==> src/rtl/cpu_isa_pkg.sv <==
// -----------------------------------------------------------------------------
// cpu_isa_pkg
// Shared ISA definitions for the pipelined CPU.
//   - Instruction field widths and PC width.
//   - The opcode list. The encoding occupies instruction bits [8:4].
//   - The fetch-stage state enum.
// -----------------------------------------------------------------------------
package cpu_isa_pkg;

  localparam int INSTR_W   = 9;
  localparam int OPCODE_W  = 5;
  localparam int OPERAND_W = 4;
  localparam int PC_W      = 16;

  typedef enum logic [OPCODE_W-1:0] {
    OP_ADD           = 5'd0,
    OP_SUB           = 5'd1,
    OP_AND           = 5'd2,
    OP_OR            = 5'd3,
    OP_XOR           = 5'd4,
    OP_SHL           = 5'd5,
    OP_SETI          = 5'd6,
    OP_LOAD          = 5'd7,
    OP_STORE         = 5'd8,
    OP_MATH_TO_ADR   = 5'd9,
    OP_ADR_TO_MATH   = 5'd10,
    OP_INC           = 5'd11,
    OP_DEC           = 5'd12,
    OP_CMP           = 5'd13,
    OP_JMP           = 5'd14,
    OP_JZ            = 5'd15,
    OP_JNZ           = 5'd16,
    OP_JC            = 5'd17,
    OP_CALL          = 5'd18,
    OP_RET           = 5'd19,
    OP_PUSH          = 5'd20,
    OP_POP           = 5'd21,
    OP_IN            = 5'd22,
    OP_OUT           = 5'd23,
    OP_NOP           = 5'd24,
    OP_ZERO_REG      = 5'd25,
    OP_HALT          = 5'd26,
    OP_TO_BE_DEFINED = 5'd27
  } opcode_e;

  typedef enum logic {
    FS_RUN    = 1'b0,
    FS_HALTED = 1'b1
  } fetch_state_e;

endpackage

==> src/rtl/instruction_fetch.sv <==
// -----------------------------------------------------------------------------
// instruction_fetch
// Fetch stage. Drives the PC into a combinational instruction ROM and captures
// the returned instruction into the IF/ID pipeline register. Handles stalls,
// branch/jump redirects, and stops fetching once a halt opcode is fetched.
//
// Ports
//   clk            in   clock, rising edge
//   rst_n          in   asynchronous active-low reset
//   pc             out  fetch address to the ROM (registered)
//   instruction    in   ROM data for pc; [8:4] opcode, [3:0] operand
//   stall          in   decode cannot accept; hold all state
//   redirect_valid in   taken branch/jump; flush IF/ID and reload the PC
//   redirect_pc    in   new fetch address
//   if_valid       out  IF/ID register holds a live instruction
//   if_instr       out  fetched instruction
//   if_pc          out  address if_instr was fetched from
//   halted         out  fetch stopped on halt
// -----------------------------------------------------------------------------
module instruction_fetch
  import cpu_isa_pkg::*;
#(
  parameter logic [PC_W-1:0]     RESET_PC = 16'd1,
  parameter logic [OPCODE_W-1:0] HALT_OP  = OP_HALT
) (
  input  logic               clk,
  input  logic               rst_n,
  output logic [PC_W-1:0]    pc,
  input  logic [INSTR_W-1:0] instruction,
  input  logic               stall,
  input  logic               redirect_valid,
  input  logic [PC_W-1:0]    redirect_pc,
  output logic               if_valid,
  output logic [INSTR_W-1:0] if_instr,
  output logic [PC_W-1:0]    if_pc,
  output logic               halted
);

  fetch_state_e        state_q,    state_d;
  logic [PC_W-1:0]     pc_q,       pc_d;
  logic                if_valid_q, if_valid_d;
  logic [INSTR_W-1:0]  if_instr_q, if_instr_d;
  logic [PC_W-1:0]     if_pc_q,    if_pc_d;

  logic is_halt;
  assign is_halt = (instruction[INSTR_W-1:OPERAND_W] == HALT_OP);

  // Priority: redirect > stall > fetch.
  always_comb begin
    // NOTE: every signal gets a hold default first so no path leaves one
    // unassigned, which would otherwise infer a latch.
    state_d    = state_q;
    pc_d       = pc_q;
    if_valid_d = if_valid_q;
    if_instr_d = if_instr_q;
    if_pc_d    = if_pc_q;

    if (redirect_valid) begin
      // Flush the wrong-path instruction; a redirect also revives a halted
      // fetch, which covers a halt fetched speculatively past a branch.
      pc_d       = redirect_pc;
      if_valid_d = 1'b0;
      state_d    = FS_RUN;
    end else if (!stall) begin
      unique case (state_q)
        FS_RUN: begin
          if_instr_d = instruction;
          if_pc_d    = pc_q;
          if_valid_d = 1'b1;
          if (is_halt) begin
            state_d = FS_HALTED;       // pc parks on the halt address
          end else begin
            pc_d = pc_q + 16'd1;       // wraps 16'hFFFF -> 16'h0000
          end
        end
        FS_HALTED: begin
          if_valid_d = 1'b0;           // ROM is not re-sampled
        end
        default: begin
          state_d = FS_RUN;
        end
      endcase
    end
  end

  // PC and fetch state.
  always_ff @(posedge clk or negedge rst_n) begin
    if (!rst_n) begin
      // NOTE: non-blocking assignments in clocked blocks so every register
      // samples the pre-edge value of every other register.
      pc_q    <= RESET_PC;
      state_q <= FS_RUN;
    end else begin
      pc_q    <= pc_d;
      state_q <= state_d;
    end
  end

  // IF/ID pipeline register.
  always_ff @(posedge clk or negedge rst_n) begin
    if (!rst_n) begin
      // NOTE: the payload fields are reset too, not just the valid bit, so
      // downstream sees deterministic values straight out of reset.
      if_valid_q <= 1'b0;
      if_instr_q <= '0;
      if_pc_q    <= '0;
    end else begin
      if_valid_q <= if_valid_d;
      if_instr_q <= if_instr_d;
      if_pc_q    <= if_pc_d;
    end
  end

  assign pc       = pc_q;
  assign if_valid = if_valid_q;
  assign if_instr = if_instr_q;
  assign if_pc    = if_pc_q;
  assign halted   = (state_q == FS_HALTED);

endmodule

==> config.mk <==
export PLATFORM = sky130hd
export DESIGN_NAME = instruction_fetch
export DESIGN_NICKNAME = d
export VERILOG_FILES = /design/src/rtl/cpu_isa_pkg.sv /design/src/rtl/instruction_fetch.sv
export SDC_FILE = /design/constraint.sdc
export NUM_CORES = 1
export LEC_CHECK = 0
export CORE_AREA = 2 2 71 73
export DETAILED_ROUTE_END_ITERATION = 12
export DIE_AREA = 0 0 73 75
export HOLD_SLACK_MARGIN = 0.08
export PLACE_DENSITY = 0.86
export SETUP_SLACK_MARGIN = 0.3
export SYNTH_ARGS = -nofsm -noshare
export SYNTH_HDL_FRONTEND = slang
export SYNTH_SLANG_ARGS = --single-unit
==> constraint.sdc <==
create_clock -name clk -period 2.3 [get_ports clk]
set_clock_uncertainty 0.15 [all_clocks]
set_input_delay 0.46 -clock clk [delete_from_list [all_inputs] [get_ports clk]]
set_output_delay 0.46 -clock clk [all_outputs]
set_load 0.02 [all_outputs]
### Yosys cells after proc, flatten, opt, wreduce, memory -nomap -nowiden

Cells that the tools add are included.

| word-level totals | value |
|---|---|
| word-level logic and storage cells | 26 |
| bits in registers | 43 |
| output and inout port bits | 43 |
| bits of input ports | 29 |

| cells by class | value |
|---|---|
| $add $sub $neg | 1 |
| mux-type cells | 11 |
| eq/ne operators | 4 |
| reductions and logical operators | 2 |
| bitwise logic cells | 3 |

Operators with widths:

| cell | number |
|---|---|
| $mux 16 | 4 |
| $add 16x1->16 const B | 1 |
| $mux 1 | 6 |
| $reduce_and 3->1 | 2 |
| $eq 5x5->1 const B | 1 |
| $ne 2x2->1 const B | 2 |
| $not 1->1 | 3 |
| $ne 2x1->1 const B | 1 |
| $pmux 1 s2 | 1 |

### Logic depth before layout (Yosys ltp)

| logic depth | value |
|---|---|
| depth in word-level cells | 5 |
| depth in mapped cells | 6 |
| depth with buffers taken out | 5 |

### Worst setup path after synthesis

Ideal clock, no wire load.

| timing | value |
|---|---|
| path kind | reg-to-reg |
| from | reg pc_q[2], in the netlist pc[2] |
| to | reg pc_q[13], in the netlist pc[13] |
| clock period less this slack | 1759 ps |
| buffers on the path | 0 |
| cell stages (with the launch flop) | 6 |
| arrival | 1484 ps |
| data required time | 2025 ps |
| setup time | 125 ps |
| setup slack | 541 ps |
| cell sequence | dfrtp_1 > nand4_4 > nor3_2 > nand4_1 > xnor2_1 > mux2_2 |

| on the way | value |
|---|---|
| longest elaborated chain between the ends | 5 |

RTL lines:

| what | RTL line | RTL |
|---|---|---|
| start: declaration | instruction_fetch.sv:40 | `logic [PC_W-1:0] pc_q, pc_d;` |
| start signal: assignment | instruction_fetch.sv:94 | `pc_q <= pc_d;` |
| $add 16x1->16 | instruction_fetch.sv:73 | `pc_d = pc_q + 16'd1;` |
| $mux 16 | instruction_fetch.sv:70 | `if (is_halt) begin` |
| $mux 16 | instruction_fetch.sv:65 | `unique case (state_q)` |
| $mux 16 | instruction_fetch.sv:64 | `end else if (!stall) begin` |
| $mux 16 | instruction_fetch.sv:58 | `if (redirect_valid) begin` |

Every way passes these cells. The select of a mux whose other input is x is not followed.
A chain may end at the register's enable or synchronous reset.

### Worst setup path in the final report

| timing | value |
|---|---|
| from | reg pc_q[14], in the netlist pc[14] |
| to | out pc[14] |

RTL lines:

| what | RTL line | RTL |
|---|---|---|
| end: declaration | instruction_fetch.sv:28 | `output logic [PC_W-1:0] pc,` |

No word-level cell between the ends.

==> impl_results.md <==
* H-tree depth at 2
* Min-delay worst type: flip-flop to flip-flop
* GPL Wtd Cong at 0.826
* Ys Warns at 0
* Vias post-DR at approximately 1600
* Library cell with the largest summed area after synthesis: dfrtp_1
* Starting DRT DRC Count at 54
* Setup violations, final at 0
* Max Slew Vio Count at 0
* CTS Sinks at 43
* Initial Util at 42.6%
* Area grow syn2layout at 48.6%
* Critical Path Sink Type: output port
* Synthesized area at slightly below 0.002 mm^2
* Sequential element share of the synthesized area at 54.2%
* R2R setup slack at around 0.55 ns
* Drc violations at 0
* Final Critical Period at just under 2 ns
* Headroom to the max-slew limit at 80.2%
* Die width at roughly 73 um
* Total grt overflow at 0
* CP bufs+invs at 1
* Max Cap Viol at 0
* Cells along the critical path: clkdlybuf4s50_1
* Period Utilization, post-route at 85.1%
* Area share of the largest cell type after synthesis at approximately 53%
* Yosys reg bits at between 40 and 50
* DP Worst Slack at between 0.02 and 0.025 ns
* Vias in the first global route at 1584
* Initial antenna violation count at 0
* Reg clk slew, reported paths at 0.08 ns
* Setup TNS at 0 ns
* Vias per std cell at around 5.3
* Final #Nets at 270
* Layout Cell Area excl Fill at between 0.002 and 0.003 mm^2
* Tot GR Track Use at between 15 and 20%
* Peak fanout along the critical path at 4
* CTS Buffer Depth at 2
* TritonCTS clock tree: built
* Dpl hpwl at between 3000 and 4000 um
* Mapped Nets at 188
* First-pass GRT wire length at ~7300 um
* Delay-heaviest family, CP: buffers and inverters
* ANT cells at 0
* Status: finished clean
* Drt wl/cell at ~15 um
* Row count at 25
* Clock Latency Late Sink at 0.30 ns
* Num ports at 72
* Leak Pwr at around 1.3 nW
* Placed inst area at 0.00281 mm^2
* Detail Route Antenna Nets at 0
* WP data required at 1.69 ns
* Power Density at 745 mW/mm^2
* Share of cells above drive strength 1 at 23.2%
* Commonest non-fill, non-tap cell in the layout: clkdlybuf4s50_1
* Critical path arrival at approximately 1.4 ns
* Root buffer cell: clkbuf_8
* Main area contributors after synthesis: dfrtp_1 53%, mux2_2 16%, o21ai_0 2.8%
* Unrepaired setup endpoints after global routing: yes
* Fillers at 379
* Async S/R FF share, synth at between 90% and 100%
* Fin worst setup slack at between 0.3 and 0.4 ns
* Worst setup SP type: flip-flop
* Post-synthesis cell count at 158
* DRT Pass-1 Iters at 4
* Tightest Pin Transition at 0.297 ns
* Distinct cells, synth at 37
* Die area at about 0.0055 mm^2
* Number of synthesized flops with an enable pin at 0
* Most frequent cells in the layout: 56 x clkdlybuf4s50_1, 41 x dfrtp_1, 28 x mux2_2
* Placeable Area at between 0.004 and 0.005 mm^2
* Syn Area/Cell at around 13 um^2
* Hold Vio Cnt, Final at 0
* Pin count of the biggest net entering global routing at 44
* Ys flop type: dfrtp_1
* Worst ir drop on vdd at 0.487 mV
* Buffers on Ports at 71
* Maximum clock rate at between 500 and 600 MHz
* CTS buffer count at 5
* CP peak stage delay at roughly 0.63 ns
* Setup Crit Path Kind: flip-flop to output port
* Slowest CP cell: clkdlybuf4s50_1
* Final WL at roughly 4500 um
* Die Y-Extent at between 70 and 80 um
[power breakdown]
group          leakage (nW)  total (mW)  switching, mW  internal [mW]
Clock                0.0612       0.612          0.261          0.351
Sequential            0.517       0.957         0.0883          0.868
Combinational         0.703       0.630          0.292          0.338
Total                  1.28        2.20          0.641           1.56
[kinds of logic (layout without fill, tap and decap cells)]
family | Yosys count | after routing | synth area share, %
compound gates | 22 | 22 | 6.86
xor+xnor | 11 | 11 | 4.85
fa+ha+maj | 1 | 1 | 0.630
buf+inv | 6 | 89 | 2.14
flops | 43 | 43 | 54.2
mux | 29 | 29 | 16.4
simple gates | 46 | 46 | 14.9
[path summary, 6_finish.rpt]
path | from | endpoint | cells past startpoint
max | pc[14] | pc[14] | 1
min | if_pc[13] | if_pc[13] | 1
max reg2reg | pc[0] | pc[13] | 5
min reg2reg | if_pc[13] | if_pc[13] | 1
max in group asynchronous | rst_n | pc[0] | 3
min in group asynchronous | rst_n | if_pc[8] | 3
[cell usage after synthesis (all sizes together), types with 2 or more instances]
cell type and count:
a221o 2, and3 4, buf 3, clkbuf 3, dfrtp 42, mux2 28, nand2 14, nand3 4
nand4 8, nor2 7, nor3 3, nor3b 2, o21ai 12, o22ai 2, xnor2 5, xor2 6
[timing repair]
action | CTS | global route
gates resized for setup | 10 | 8
hold endpoints to repair | 42 | 0
cloned | 0 | 0
hold buffers | 1 | 0
setup endpoints to repair | 9 | 8
buffers inserted | 0 | 0
[state kept, by name (all words and copies together), names as in the netlist]
register and cells:
if_pc 16, pc 16, if_instr 9, halted 1, if_valid 1
[stage by stage]
step / hold slack [ns] / cells / util [%] / total power [mW]
floorplan: 0.0144 / 158 / - / 1.27
global placement: 0.304 / 286 / 60.3 / 1.60
detailed placement: 0.304 / 286 / 60.3 / 1.62
CTS: 0.363 / 295 / 62.9 / 2.22
global route: 0.376 / 295 / 63.3 / 2.30
finish: 0.360 / 295 / 63.3 / 2.20
[routing by layer]
layer	up-vias	wire length, um	GRT usage (%)
met4	0	64	6.58
met1	762	1930	22.1
met2	53	2270	29.4
met5	-	0	0
li1	740	-	-
met3	8	248	4.28
[cell type report]
cell class	instances	area, um^2	area share, %
clock buffer	6	82.6	2.80
clock inverter	2	35.0	1.19
multi-input combinational	109	875	29.6
sequential	43	1080	36.5
tap	54	67.6	2.29
timing repair buffer	81	813	27.6
(Power assumes the default switching activity.)
